**src/rtl/tiny_alu_pkg.sv**
```systemverilog
// tiny_alu_pkg -- shared types and constants for the tiny_alu_mc block.
//   OPCODE_BITS      : width of the opcode field.
//   opcode_e         : operation encodings (6-7 are reserved).
//   alu_state_e      : top-level issue state.
//   MUL_LATENCY_MIN/MAX : legal range for the multiply latency parameter.
package tiny_alu_pkg;

    localparam int OPCODE_BITS     = 3;
    localparam int MUL_LATENCY_MIN = 2;
    localparam int MUL_LATENCY_MAX = 16;
    // Wide enough to hold MUL_LATENCY_MAX-1.
    localparam int MUL_CNT_BITS    = $clog2(MUL_LATENCY_MAX);

    typedef enum logic [OPCODE_BITS-1:0] {
        OP_NOP = 3'd0,
        OP_ADD = 3'd1,
        OP_AND = 3'd2,
        OP_XOR = 3'd3,
        OP_MUL = 3'd4,
        OP_SUB = 3'd5
    } opcode_e;

    typedef enum logic {
        ST_IDLE = 1'b0,
        ST_MULT = 1'b1
    } alu_state_e;

endpackage

```
**src/rtl/tiny_alu_mc_if.sv**
```systemverilog
// tiny_alu_mc_if -- issue/result bus of tiny_alu_mc.
//   a_i, b_i   : operands (INPUT_DATA_BITS)
//   opcode_i   : operation select (OPCODE_BITS)
//   start_i    : issue request
//   busy_o     : MUL in flight, start_i ignored
//   result_o   : result (2*INPUT_DATA_BITS), held until next done_o
//   done_o     : one-cycle result-valid pulse
//   err_o      : reserved-opcode flag, only with TINY_ALU_MC_ERR_EN defined
// master = requester side, slave = the ALU.
interface tiny_alu_mc_if #(
    parameter int INPUT_DATA_BITS = 8
);
    import tiny_alu_pkg::*;

    logic [INPUT_DATA_BITS-1:0]   a_i;
    logic [INPUT_DATA_BITS-1:0]   b_i;
    logic [OPCODE_BITS-1:0]       opcode_i;
    logic                         start_i;
    logic                         busy_o;
    logic [2*INPUT_DATA_BITS-1:0] result_o;
    logic                         done_o;
`ifdef TINY_ALU_MC_ERR_EN
    logic                         err_o;
`endif

    modport master (
        output a_i, b_i, opcode_i, start_i,
        input  busy_o, result_o, done_o
`ifdef TINY_ALU_MC_ERR_EN
        , input err_o
`endif
    );

    modport slave (
        input  a_i, b_i, opcode_i, start_i,
        output busy_o, result_o, done_o
`ifdef TINY_ALU_MC_ERR_EN
        , output err_o
`endif
    );

endinterface

```
**src/rtl/tiny_alu_mc_mult.sv**
```systemverilog
// tiny_alu_mc_mult -- multi-cycle unsigned multiplier for tiny_alu_mc.
//   clk_i, reset_n_i : clock, synchronous active-low reset
//   start_i          : accept a MUL; captures a_i/b_i and loads the counter
//   a_i, b_i         : operands (W bits)
//   last_o           : counter is on its final edge (product registers now)
//   done_o           : registered pulse, prod_o valid this cycle
//   prod_o           : product register (2*W), held until the next MUL
// The counter is loaded with LAT-1 on acceptance; the product and done
// are registered on the edge where it reads 1, so done_o lands LAT cycles
// after the acceptance edge.
module tiny_alu_mc_mult
    import tiny_alu_pkg::*;
#(
    parameter int W   = 8,
    parameter int LAT = 3
) (
    input  logic           clk_i,
    input  logic           reset_n_i,
    input  logic           start_i,
    input  logic [W-1:0]   a_i,
    input  logic [W-1:0]   b_i,
    output logic           last_o,
    output logic           done_o,
    output logic [2*W-1:0] prod_o
);

    logic [W-1:0]            a_q, a_d, b_q, b_d;
    logic [MUL_CNT_BITS-1:0] cnt_q, cnt_d;
    logic [2*W-1:0]          prod_q, prod_d;
    logic                    done_q, done_d;

    always_comb begin
        a_d    = a_q;
        b_d    = b_q;
        cnt_d  = cnt_q;
        prod_d = prod_q;
        done_d = 1'b0;
        if (start_i) begin
            a_d   = a_i;
            b_d   = b_i;
            cnt_d = MUL_CNT_BITS'(LAT - 1);
        end else if (cnt_q != '0) begin
            cnt_d = cnt_q - 1'b1;
        end
        if (cnt_q == MUL_CNT_BITS'(1)) begin
            prod_d = {{W{1'b0}}, a_q} * {{W{1'b0}}, b_q};
            done_d = 1'b1;
        end
    end

    always_ff @(posedge clk_i) begin
        if (!reset_n_i) begin
            a_q    <= '0;
            b_q    <= '0;
            cnt_q  <= '0;
            prod_q <= '0;
            done_q <= 1'b0;
        end else begin
            a_q    <= a_d;
            b_q    <= b_d;
            cnt_q  <= cnt_d;
            prod_q <= prod_d;
            done_q <= done_d;
        end
    end

    assign last_o = (cnt_q == MUL_CNT_BITS'(1));
    assign done_o = done_q;
    assign prod_o = prod_q;

endmodule

```
**src/rtl/tiny_alu_mc.sv**
```systemverilog
// tiny_alu_mc -- multi-cycle ALU: ADD/AND/XOR/SUB in one cycle, MUL in
// MUL_LATENCY cycles with busy_o back-pressure.
//   clk_i      : clock
//   reset_n_i  : synchronous reset, active low
//   bus        : tiny_alu_mc_if.slave (a_i, b_i, opcode_i, start_i,
//                busy_o, result_o, done_o [, err_o])
// Optional feature: TINY_ALU_MC_ERR_EN adds err_o and turns reserved
// opcodes 6-7 into single-cycle error completions with result 0.
module tiny_alu_mc
    import tiny_alu_pkg::*;
#(
    parameter int INPUT_DATA_BITS = 8,
    parameter int MUL_LATENCY     = 3
) (
    input  logic          clk_i,
    input  logic          reset_n_i,
    tiny_alu_mc_if.slave  bus
);

    localparam int W  = INPUT_DATA_BITS;
    localparam int RW = 2 * INPUT_DATA_BITS;

    if (MUL_LATENCY < MUL_LATENCY_MIN || MUL_LATENCY > MUL_LATENCY_MAX) begin : g_bad_latency
        $error("tiny_alu_mc: MUL_LATENCY out of range 2..16");
    end

    alu_state_e    state_q;
    logic [RW-1:0] alu_res_q;
    logic          alu_done_q;
    logic          err_q;
    // Selects which register currently owns result_o: the MUL product
    // or the single-cycle result. Flips only when an op completes, so
    // result_o holds across NOPs and dropped starts.
    logic          src_mul_q;

    logic          accept;
    logic          mul_start;
    logic          mul_last;
    logic          mul_done;
    logic [RW-1:0] mul_prod;

    // start_i is only looked at in IDLE, which is how starts during a
    // MUL get dropped without re-sampling operands.
    assign accept    = (state_q == ST_IDLE) && bus.start_i;
    assign mul_start = accept && (bus.opcode_i == OP_MUL);

    tiny_alu_mc_mult #(
        .W   (W),
        .LAT (MUL_LATENCY)
    ) u_mult (
        .clk_i     (clk_i),
        .reset_n_i (reset_n_i),
        .start_i   (mul_start),
        .a_i       (bus.a_i),
        .b_i       (bus.b_i),
        .last_o    (mul_last),
        .done_o    (mul_done),
        .prod_o    (mul_prod)
    );

    always_ff @(posedge clk_i) begin
        if (!reset_n_i) begin
            state_q    <= ST_IDLE;
            alu_res_q  <= '0;
            alu_done_q <= 1'b0;
            err_q      <= 1'b0;
            src_mul_q  <= 1'b0;
        end else begin
            alu_done_q <= 1'b0;
            err_q      <= 1'b0;
            case (state_q)
                ST_IDLE: begin
                    if (accept) begin
                        case (bus.opcode_i)
                            OP_NOP: ;
                            OP_ADD: begin
                                alu_res_q  <= RW'(bus.a_i) + RW'(bus.b_i);
                                alu_done_q <= 1'b1;
                                src_mul_q  <= 1'b0;
                            end
                            OP_AND: begin
                                alu_res_q  <= RW'(bus.a_i & bus.b_i);
                                alu_done_q <= 1'b1;
                                src_mul_q  <= 1'b0;
                            end
                            OP_XOR: begin
                                alu_res_q  <= RW'(bus.a_i ^ bus.b_i);
                                alu_done_q <= 1'b1;
                                src_mul_q  <= 1'b0;
                            end
                            // Full-width subtract: a borrow fills the upper half.
                            OP_SUB: begin
                                alu_res_q  <= RW'(bus.a_i) - RW'(bus.b_i);
                                alu_done_q <= 1'b1;
                                src_mul_q  <= 1'b0;
                            end
                            OP_MUL: state_q <= ST_MULT;
`ifdef TINY_ALU_MC_ERR_EN
                            default: begin
                                alu_res_q  <= '0;
                                alu_done_q <= 1'b1;
                                err_q      <= 1'b1;
                                src_mul_q  <= 1'b0;
                            end
`else
                            default: ;
`endif
                        endcase
                    end
                end
                ST_MULT: begin
                    // The multiplier registers its product on this same
                    // edge, so the mux can switch over now.
                    if (mul_last) begin
                        state_q   <= ST_IDLE;
                        src_mul_q <= 1'b1;
                    end
                end
                default: state_q <= ST_IDLE;
            endcase
        end
    end

    assign bus.busy_o   = (state_q == ST_MULT);
    assign bus.done_o   = alu_done_q | mul_done;
    assign bus.result_o = src_mul_q ? mul_prod : alu_res_q;
`ifdef TINY_ALU_MC_ERR_EN
    assign bus.err_o    = err_q;
`endif

endmodule

```
**src/flat_wrapper.sv**
```systemverilog
// flat-port wrapper written by rule: the top's interface ports become plain ports
module tiny_alu_mc_flat import tiny_alu_pkg::*;
#(
    parameter int INPUT_DATA_BITS = 8,
    parameter int MUL_LATENCY     = 3
)
  (clk_i, reset_n_i, bus_a_i, bus_b_i, bus_opcode_i, bus_start_i, bus_busy_o, bus_result_o, bus_done_o);
  tiny_alu_mc_if #(.INPUT_DATA_BITS(INPUT_DATA_BITS)) bus_i ();
  input  logic clk_i;
  input  logic reset_n_i;
  input wire logic [$bits(bus_i.a_i)-1:0] bus_a_i;
  input wire logic [$bits(bus_i.b_i)-1:0] bus_b_i;
  input wire logic [$bits(bus_i.opcode_i)-1:0] bus_opcode_i;
  input wire logic [$bits(bus_i.start_i)-1:0] bus_start_i;
  output wire logic [$bits(bus_i.busy_o)-1:0] bus_busy_o;
  output wire logic [$bits(bus_i.result_o)-1:0] bus_result_o;
  output wire logic [$bits(bus_i.done_o)-1:0] bus_done_o;
  assign bus_i.a_i = bus_a_i;
  assign bus_i.b_i = bus_b_i;
  assign bus_i.opcode_i = bus_opcode_i;
  assign bus_i.start_i = bus_start_i;
  assign bus_busy_o = bus_i.busy_o;
  assign bus_result_o = bus_i.result_o;
  assign bus_done_o = bus_i.done_o;
  tiny_alu_mc #(.INPUT_DATA_BITS(INPUT_DATA_BITS), .MUL_LATENCY(MUL_LATENCY)) u_core (.clk_i(clk_i), .reset_n_i(reset_n_i), .bus(bus_i));
endmodule
```
**config.mk**
```make
export PLATFORM = sky130hd
export DESIGN_NAME = tiny_alu_mc_flat
export DESIGN_NICKNAME = d
export VERILOG_FILES = /design/src/rtl/tiny_alu_pkg.sv /design/src/rtl/tiny_alu_mc_if.sv /design/src/rtl/tiny_alu_mc_mult.sv /design/src/rtl/tiny_alu_mc.sv /design/src/flat_wrapper.sv
export SDC_FILE = /design/constraint.sdc
export NUM_CORES = 1
export LEC_CHECK = 0
export BUFFER_PORTS_ARGS = -buffer_cell sky130_fd_sc_hd__buf_2
export CAP_MARGIN = 20
export CORE_MARGIN = 10
export CORE_UTILIZATION = 60
export DETAILED_ROUTE_END_ITERATION = 12
export PLACE_DENSITY = 0.8
export SLEW_MARGIN = 10
export SYNTH_ARGS = -nofsm -noshare
export SYNTH_HDL_FRONTEND = slang
export SYNTH_HIERARCHICAL = 1
export SYNTH_SLANG_ARGS = --single-unit
```
**constraint.sdc**
```tcl
create_clock -name clk_i -period 7 [get_ports clk_i]
set_input_delay 1.75 -clock clk_i [delete_from_list [all_inputs] [get_ports clk_i]]
set_output_delay 1.75 -clock clk_i [all_outputs]
set_load 0.005 [all_outputs]
```
==> impl_metrics.env <==
export IMPL_clkLatencyLatePin_ns=0.32
export IMPL_drive_above_1_share=0.124
export IMPL_area_delta_synth_final_pct=6.58
export IMPL_synthArstFlopShare=0
export IMPL_reg2reg_to="u_core/u_mult/prod_o[14]$_SDFFE_PN0P_"
export IMPL_overflow=0
export IMPL_crit_buf_inv=3
export IMPL_antenna_found_initial=0
export IMPL_drc=0
export IMPL_leakage_nw=2.56
export IMPL_cts_setup_buffers=0
export IMPL_crit_type="reg2reg"
export IMPL_wirelength_mm=12.0
export IMPL_drt_iter0_markers=313
export IMPL_critical_path_slowest_cell="fa_1"
export IMPL_synth_common_cells="inv_1, nand2_1, ha_1"
export IMPL_synth_area_um2=5000
export IMPL_clock_sinks=50
export IMPL_yosysTopAreaCell="dfxtp_1"
export IMPL_ir_drop_mv=0.115
export IMPL_cp_required_ns=7.22
export IMPL_setup_worst_path_end="u_core/u_mult/prod_o[14]$_SDFFE_PN0P_"
export IMPL_synth_seq_cells=50
export IMPL_syn_area_per_cell_um2=8.51
export IMPL_cap_viol_max_count=0
export IMPL_finClkSkew_ns=0.0137
export IMPL_ys_flop_type="dfxtp_1"
export IMPL_multi_input_area_um2=3630
export IMPL_core_area_um2=8180
export IMPL_fmax_mhz=220
export IMPL_regArea_um2=1000
export IMPL_cts_hold_buf=0
export IMPL_worstPathMaxFanout=9
export IMPL_grt_max_degree=37
export IMPL_end_kind="flip-flop"
export IMPL_synth_warnings=6
export IMPL_antennaDiodeCount=0
export IMPL_ant_nets=0
export IMPL_detail_route_wl_per_cell_um=16.7
export IMPL_hold_violations=0
export IMPL_grt_pass1_wl_mm=20.6
export IMPL_p_per_area_nw_per_um2=114
export IMPL_start_util=0.611
export IMPL_path_depth=14
export IMPL_cp_arrival_ns=4.77
export IMPL_relSlewSlack=0.492
export IMPL_dpl_hpwl_mm=9.48
export IMPL_first_pass_iters=5
export IMPL_crit_chain="nand2_1, fa_1, fa_1, inv_1, fa_1, inv_1, fa_1, inv_1, ha_1, and2_4, a221oi_2, a211oi_1, or3_1, a31o_1"
export IMPL_reg2reg_from="u_core/u_mult/a_q[0]$_SDFFE_PN0P_"
export IMPL_cp_startpoint="u_core/u_mult/a_q[0]$_SDFFE_PN0P_"
export IMPL_first_global_vias=4217
export IMPL_synth_top_area_frac=0.200
export IMPL_start_kind="flip-flop"
export IMPL_crit_family="adder cells"
export IMPL_die_w_um=111
export IMPL_r2r_setup_slack_ns=2.45
export IMPL_placed_cell_area_um2=5230
export IMPL_die_area_um2=12400
export IMPL_boundaryPins=40
export IMPL_synth_enable_flop_cells=0
export IMPL_finalSetupTns_ns=0
export IMPL_place_congestion=0.924
export IMPL_clock_root_buffer="clkbuf_8"
export IMPL_setup_violations=0
export IMPL_grt_use_total=0.194
export IMPL_clkTransAtPathRegs_ns=0.11
export IMPL_portBuffers=39
export IMPL_vias_per_cell=5.78
export IMPL_tritoncts="done"
export IMPL_outcome="finished, final reports clean"
export IMPL_die_y_um=111
export IMPL_synth_area_leaders="dfxtp_1, fa_1, ha_1, and2_1, inv_1"
export IMPL_rsz0062_at_grt="no"
export IMPL_max_stage_delay_ns=0.55
export IMPL_ctsHtreeMaxLevel=2
export IMPL_vias=4143
export IMPL_cts_resized=0
export IMPL_nets=724
export IMPL_ff2ff_path_depth=14
export IMPL_row_count=33
export IMPL_period_needed_ns=4.55
export IMPL_fill_cells=710
export IMPL_crit_top_cell="fa_1"
export IMPL_syn_nets=700
export IMPL_fin_crit_sh=0.650
export IMPL_synthCells=587
export IMPL_yosysSeqAreaShare=0.200
export IMPL_final_area_um2=5330
export IMPL_power_mw=0.609
export IMPL_drv_slew=0
export IMPL_worst_hold_path_type="reg2reg"
export IMPL_cts_buffer_depth=2
export IMPL_tightest_slew_ns=0.761
export IMPL_cts_made_buffers=5
export IMPL_ys_types=63
how the worst min path moves through the flow:
stage,start,end,cells after the start
after floorplan,u_core/u_mult/prod_o[7]$_SDFFE_PN0P_,u_core/u_mult/prod_o[7]$_SDFFE_PN0P_,2
after global placement,u_core/u_mult/prod_o[7]$_SDFFE_PN0P_,u_core/u_mult/prod_o[7]$_SDFFE_PN0P_,2
after detailed placement,u_core/alu_res_q[0]$_SDFFE_PN0P_,u_core/alu_res_q[0]$_SDFFE_PN0P_,2
after CTS,u_core/alu_res_q[0]$_SDFFE_PN0P_,u_core/alu_res_q[0]$_SDFFE_PN0P_,2
after global routing,u_core/alu_res_q[0]$_SDFFE_PN0P_,u_core/alu_res_q[0]$_SDFFE_PN0P_,2
final,u_core/alu_res_q[0]$_SDFFE_PN0P_,u_core/alu_res_q[0]$_SDFFE_PN0P_,2
final cells by class:
cell class              instances  share of cell area
clock buffers                   5              0.0129
clock inverters                 3             0.00540
inverters                      68              0.0479
multi-input cells             445               0.682
flip-flops and latches         50               0.188
well taps                     105              0.0247
repair buffers                 41              0.0395
through the flow:
| step | std cells | hold WS, ns | setup slack, ns | utilization |
|---|---|---|---|---|
| final | 717 | 0.472 | 2.45 | 0.652 |
| after global routing | 717 | 0.497 | 2.20 | 0.652 |
| after CTS | 717 | 0.472 | 2.45 | 0.652 |
| after detailed placement | 709 | 0.458 | 2.46 | 0.640 |
| after global placement | 709 | 0.449 | 2.57 | 0.640 |
| after floorplan | 587 | 0.437 | 2.69 | - |
layout by cell type (no fill, tap or decap), types with 5 or more instances in the layout:
cell type,n
inv_1,66
nand2_1,66
ha_1,53
dfxtp_1,50
and2_1,48
buf_2,39
fa_1,38
nor2_1,27
a21oi_1,26
o21ai_0,21
mux2i_1,17
nand3_1,16
mux2_2,10
a21boi_0,10
nor3_1,10
nor2b_1,9
nand2b_1,8
o22ai_1,7
clkbuf_8,5
o21a_1,5
kinds of logic (layout without fill, tap and decap cells):
group                    after synthesis  after routing  share of synthesized area
AND/OR/NAND/NOR                      208            208                      0.214
buffers and inverters                 92            117                     0.0741
flip-flops                            50             50                      0.200
XOR/XNOR                               7              7                     0.0123
multiplexers                          27             27                     0.0566
AO/OA/AOI/OAI                        112            112                      0.158
adder cells (fa/ha/maj)               91             91                      0.285
sequential cells by signal, indices dropped and copies added (netlist names):
register              cells
u_core/src_mul_q          1
u_core/u_mult/done_o      1
u_core/u_mult/prod_o     16
u_core/u_mult/a_q         8
u_core/alu_res_q         10
u_core/u_mult/cnt_q       4
u_core/alu_done_q         1
u_core/u_mult/b_q         8
u_core/bus.busy_o         1
power breakdown:
group	internal [mW]	switching [mW]
combinational	0.0515	0.0728
sequential	0.292	0.00810
clock	0.0743	0.110
total	0.418	0.191
worst register-to-register path, stage by stage (launching register included):
cell and delay (ns):
dfxtp_1 0.49, nand2_1 0.13, fa_1 0.52, fa_1 0.55
inv_1 0.05, fa_1 0.52, inv_1 0.05, fa_1 0.52
inv_1 0.04, ha_1 0.36, and2_4 0.19, a221oi_2 0.32
a211oi_1 0.13, or3_1 0.36, a31o_1 0.21
layer usage:
layer | vias up | track usage | share of wire | wire, um
met4 | 0 | 0.0368 | 0.0094 | 113
met2 | 160 | 0.316 | 0.46 | 5490
met1 | 1938 | 0.261 | 0.47 | 5620
li1 | 2029 | - | - | -
met3 | 16 | 0.0379 | 0.063 | 759
met5 | - | 0 | 0 | 0
No activity file was read; power rests on OpenSTA's default activity.
